## config.mk

```make
export PLATFORM = sky130hd
export DESIGN_NAME = mem_controller_storeless
export DESIGN_NICKNAME = d
export VERILOG_FILES = /design/src/rtl/mem_controller_storeless.sv
export SDC_FILE = /design/constraint.sdc
export NUM_CORES = 1
export LEC_CHECK = 0
export CAP_MARGIN = 20
export CORE_MARGIN = 2
export CORE_UTILIZATION = 34
export CTS_CLUSTER_DIAMETER = 200
export CTS_CLUSTER_SIZE = 20
export DETAILED_ROUTE_END_ITERATION = 6
export PLACE_DENSITY = 0.85
export RECOVER_POWER = 25
export SLEW_MARGIN = 30
export SYNTH_ARGS = -nofsm -noshare
export SYNTH_HDL_FRONTEND = slang
export SYNTH_SLANG_ARGS = --single-unit
export TNS_END_PERCENT = 20
```

## constraint.sdc

```tcl
create_clock -name clk -period 3.2 [get_ports clk]
set_input_delay 0.32 -clock clk [delete_from_list [all_inputs] [get_ports clk]]
set_output_delay 0.32 -clock clk [all_outputs]
set_load 0.01 [all_outputs]
```

## src/rtl/mem_controller_storeless.sv

```systemverilog
`default_nettype none
// ============================================================================
// mem_controller_storeless : fixed-priority load arbiter onto one BRAM read port
// Rev 1.0
// ============================================================================
module mem_controller_storeless #(
  parameter int NUM_LOADS = 1,
  parameter int DATA_TYPE = 32,
  parameter int ADDR_TYPE = 32
) (
  input  logic                           clk,
  input  logic                           rst,
  input  logic                           memStart_valid,
  output logic                           memStart_ready,
  output logic                           memEnd_valid,
  input  logic                           memEnd_ready,
  input  logic                           ctrlEnd_valid,
  output logic                           ctrlEnd_ready,
  input  logic [NUM_LOADS*ADDR_TYPE-1:0] ldAddr,
  input  logic [NUM_LOADS-1:0]           ldAddr_valid,
  output logic [NUM_LOADS-1:0]           ldAddr_ready,
  output logic [NUM_LOADS*DATA_TYPE-1:0] ldData,
  output logic [NUM_LOADS-1:0]           ldData_valid,
  input  logic [NUM_LOADS-1:0]           ldData_ready,
  input  logic [DATA_TYPE-1:0]           loadData,
  output logic                           loadEn,
  output logic [ADDR_TYPE-1:0]           loadAddr,
  output logic                           storeEn,
  output logic [ADDR_TYPE-1:0]           storeAddr,
  output logic [DATA_TYPE-1:0]           storeData
);

  localparam int SEL_W  = (NUM_LOADS > 1) ? $clog2(NUM_LOADS) : 1;
  localparam int PEND_W = $clog2(NUM_LOADS + 1) + 1;

  typedef enum logic [1:0] {
    S_IDLE = 2'd0,
    S_RUN  = 2'd1,
    S_END  = 2'd2
  } state_t;

  state_t               state, state_next;
  logic                 en_q;
  logic [SEL_W-1:0]     sel_q;
  logic [NUM_LOADS-1:0] valid_q;
  logic [NUM_LOADS-1:0] inflight;
  logic [NUM_LOADS-1:0] eligible;
  logic [NUM_LOADS-1:0] grant;
  logic [NUM_LOADS-1:0] data_hs;
  logic [SEL_W-1:0]     grant_idx;
  logic [DATA_TYPE-1:0] data_q [NUM_LOADS];
  logic [PEND_W-1:0]    pending;
  logic [PEND_W-1:0]    hs_count;
  logic                 found;
  logic                 all_done;

  // Fixed-priority arbitration: lowest-index eligible port wins the BRAM read.
  always_comb begin
    inflight  = '0;
    eligible  = '0;
    grant     = '0;
    grant_idx = '0;
    loadAddr  = '0;
    found     = 1'b0;
    for (int i = 0; i < NUM_LOADS; i++) begin
      inflight[i] = en_q && (sel_q == SEL_W'(i));
      eligible[i] = ldAddr_valid[i] && !inflight[i] && (!valid_q[i] || ldData_ready[i]);
      if (eligible[i] && !found) begin
        found     = 1'b1;
        grant[i]  = 1'b1;
        grant_idx = SEL_W'(i);
        loadAddr  = ldAddr[i*ADDR_TYPE +: ADDR_TYPE];
      end
    end
  end

  assign ldAddr_ready = grant;
  assign loadEn       = found;
  assign data_hs      = valid_q & ldData_ready;
  assign ldData_valid = valid_q;

  // Several ports can drain in one cycle, so the outstanding count drops by all of them.
  always_comb begin
    hs_count = '0;
    for (int i = 0; i < NUM_LOADS; i++) begin
      hs_count = hs_count + PEND_W'(data_hs[i]);
    end
  end

  assign all_done = (pending == '0) && (ldAddr_valid == '0);

  generate
    for (genvar g = 0; g < NUM_LOADS; g++) begin : g_out
      assign ldData[g*DATA_TYPE +: DATA_TYPE] = data_q[g];
    end
  endgenerate

  // Clearing en_q on reset drops any BRAM return still on its way back.
  always_ff @(posedge clk) begin
    if (rst) begin
      state   <= S_IDLE;
      en_q    <= 1'b0;
      sel_q   <= '0;
      valid_q <= '0;
      pending <= '0;
      for (int i = 0; i < NUM_LOADS; i++) begin
        data_q[i] <= '0;
      end
    end else begin
      state   <= state_next;
      en_q    <= loadEn;
      sel_q   <= grant_idx;
      pending <= pending + PEND_W'(loadEn) - hs_count;
      for (int i = 0; i < NUM_LOADS; i++) begin
        if (inflight[i]) begin
          data_q[i]  <= loadData;
          valid_q[i] <= 1'b1;
        end else if (data_hs[i]) begin
          valid_q[i] <= 1'b0;
        end
      end
    end
  end

  always_comb begin
    state_next     = state;
    memStart_ready = 1'b0;
    memEnd_valid   = 1'b0;
    ctrlEnd_ready  = 1'b0;
    case (state)
      S_IDLE: begin
        memStart_ready = 1'b1;
        if (memStart_valid) state_next = S_RUN;
      end
      S_RUN: begin
        if (ctrlEnd_valid && all_done) state_next = S_END;
      end
      S_END: begin
        memEnd_valid  = 1'b1;
        ctrlEnd_ready = memEnd_ready;
        if (memEnd_ready) state_next = S_IDLE;
      end
      default: state_next = S_IDLE;
    endcase
  end

  assign storeEn   = 1'b0;
  assign storeAddr = '0;
  assign storeData = '0;

endmodule
`default_nettype wire

```

==> summary.txt <==
post-synthesis sequential area ratio: 46.4%
area of the multi-input gates: 910 um^2
vias post-DR: 1802
worst-margin pin slew: 1510 ps
WL final: 5.50 mm
ranking of synthesized cells by area: edfxtp_1 41%, buf_4 21%, and4_1 12%
clock-pin slew on the worst setup and hold paths: 80 ps
outcome: complete, but fails checks
IO Port Bufs: 140
Net count, final: 413
core area: 0.00672 mm^2
Vias/cell: 4.28
Worst Skew: 3.17 ps
internal cell power: 1.07 mW
clock latency at the later pin of the worst-skew pair: 290 ps
first-pass GRT wire length: 7.57 mm
largest net degree at the start of global routing: 36
ant diodes: 0
share of cells above drive strength 1: 3.81%
Placer Congestion: 0.658
fin crit period: 2580 ps
FF+latch count, synth: 38
Pwr Total: 1.40 mW
Final Instance Count excl. Fillers: 421
combinational share of power: 23.4%
H-tree levels: 2
sw frac: 23.5%
upper clock frequency limit: 388 MHz
Setup Buffers After CTS: 0
CTS Buffer Depth: 2
Initial DRT Pass Iterations: 4
Seq pwr share: 41.7%
WL per Instance: 13.1 um
CTS Buf Count: 5
most instantiated library cell after synthesis: buf_4
Final Util: 54.3%
# DRC: 0
share of the synthesized area in the top cell type: 41.2%
Synth Cell Area: 0.00233 mm^2
MaxCap Viol Count: 1
reg2reg path depth: 2
CTS Hold Bufs: 0
VDD IR max: 0.213 mV
Yosys cell types: 26
hold crit path type: reg2reg
PD cells: 383 mW/mm^2
Chip Height: 86.8 um
vias in the first global route: 1464
fillcell total: 564
final critical-path share of the clock period: 80.6%
Worst setup SP type: input pin
Worst EP required: 2880 ps
Max Slew Vio Count: 33
synthesized area per cell: 11.3 um^2
Lkg Pwr: 1.55 nW
Final ANT Viol Nets: 0
critical path type: in2out
gr ovfl total: 0
# IOs: 206
violations in the final reports: capacitance limit, slew limit
Post-synth ARST share: 0%
Tot GR Track Use: 12.9%
setup TNS: 0 ps
initial antenna violation count: 0
Die Wd: 86.8 um
cell taking the most area after synthesis: edfxtp_1
hold depth: 1
Yosys warning total: 0
Final setup viols: 0
switching power: 0.329 mW
Syn Inst Count: 206
CP arrival: 2260 ps
RSZ-0062 raised after global routing: no
Layout area overhead: 56.6%
Sequential cell area: 0.00108 mm^2
dpl cell area: 0.00351 mm^2
Row Count: 30
Slew Limit Headroom: -0.678%
CTS tree: built
Starting DRT DRC Count: 49
initial core utilization: 34.7%
DIE AREA: 0.00753 mm^2
final instance area: 0.00365 mm^2
# resized after CTS: 0
Worst setup EP type: output port
Commonest cells post-synth: 66 x buf_4, 34 x and2_1, 32 x and4_1, 32 x edfxtp_1, 7 x clkbuf_1
clock network power share: 35.0%
Final Hold Viols: 0
crit-path max FO: 34
most common flop cell mapped by yosys: edfxtp_1
DP Wirelength: 4.19 mm
clk sinks: 38
Post-synth EDFFs: 32
Root Driver: clkbuf_8
placed cell count: 413
[kinds of logic after synthesis]
family	Yosys count	synth area share [%]
AOI/OAI and AO/OA	3	1.23
xor gates and xnor gates	1	0.967
adders and majority gates	2	1.07
buffers and inverters	81	24.8
DFF	38	46.4
other	1	0.161
and+or+nand+nor	80	25.4
[power by group through the flow]
stage	clock network [mW]	registers (mW)	logic, mW
floorplan	0	0.610	0.180
global placement	0	0.595	0.332
detailed placement	0	0.596	0.336
CTS	0.504	0.585	0.338
global route	0.525	0.587	0.352
finish	0.489	0.583	0.327
[cells in the final DEF, fill, tap and decap left out]
cell and count:
clkdlybuf4s50_1 107, conb_1 65, and2_1 34, dlygate4sd3_1 33, and4_1 32, edfxtp_1 32
dfxtp_1 6, clkbuf_8 5, nor2_1 4, inv_1 3, nor2b_1 3, ha_1 2
bufinv_16 2, nand2b_4 1, and3_1 1, or2_2 1, and4bb_2 1, a21oi_1 1
xnor3_1 1, nor4b_1 1, a2111oi_2 1, nor4bb_1 1, nor3_1 1, a22o_1 1
clkinv_4 1, buf_4 1
[state kept, by name, indices dropped and copies added (netlist names)]
name          count
en_q              1
ldData_valid      1
state             2
data_q           32
pending           2
[worst paths after layout]
| check | endpoint | slack, ps | from |
|---|---|---|---|
| max | loadEn | 620 | ldAddr_valid |
| min | state[0] | 500 | state[1] |
| max reg2reg | data_q[0][18] | 1270 | en_q |
| min reg2reg | state[0] | 500 | state[1] |
[layout make-up]
| type | instances | area share (%) |
|---|---|---|
| clock buffers | 5 | 1.89 |
| clock inverters | 3 | 1.89 |
| inverters | 3 | 0.309 |
| multi-input cells | 151 | 24.9 |
| flip-flops and latches | 38 | 29.6 |
| well taps | 80 | 2.74 |
| repair buffers | 141 | 38.6 |
[stage by stage]
step / hold WS (ps) / worst slack, ps
floorplan: 389 / 1790
global placement: 466 / 703
detailed placement: 475 / 692
CTS: 500 / 676
global route: 518 / 534
finish: 499 / 621
[critical path: stages]
cell and delay [ps]:
clkdlybuf4s50_1 1040, and3_1 330, clkdlybuf4s50_1 570
[per-layer routing]
metal,track usage (%),part of all wire [%],vias to the layer above
li1,-,-,861
met1,16.1,40,823
met2,22.3,50,111
met3,2.38,8.4,7
met4,4.69,1.6,0
met5,0,0,-
(Power assumes the default switching activity.)
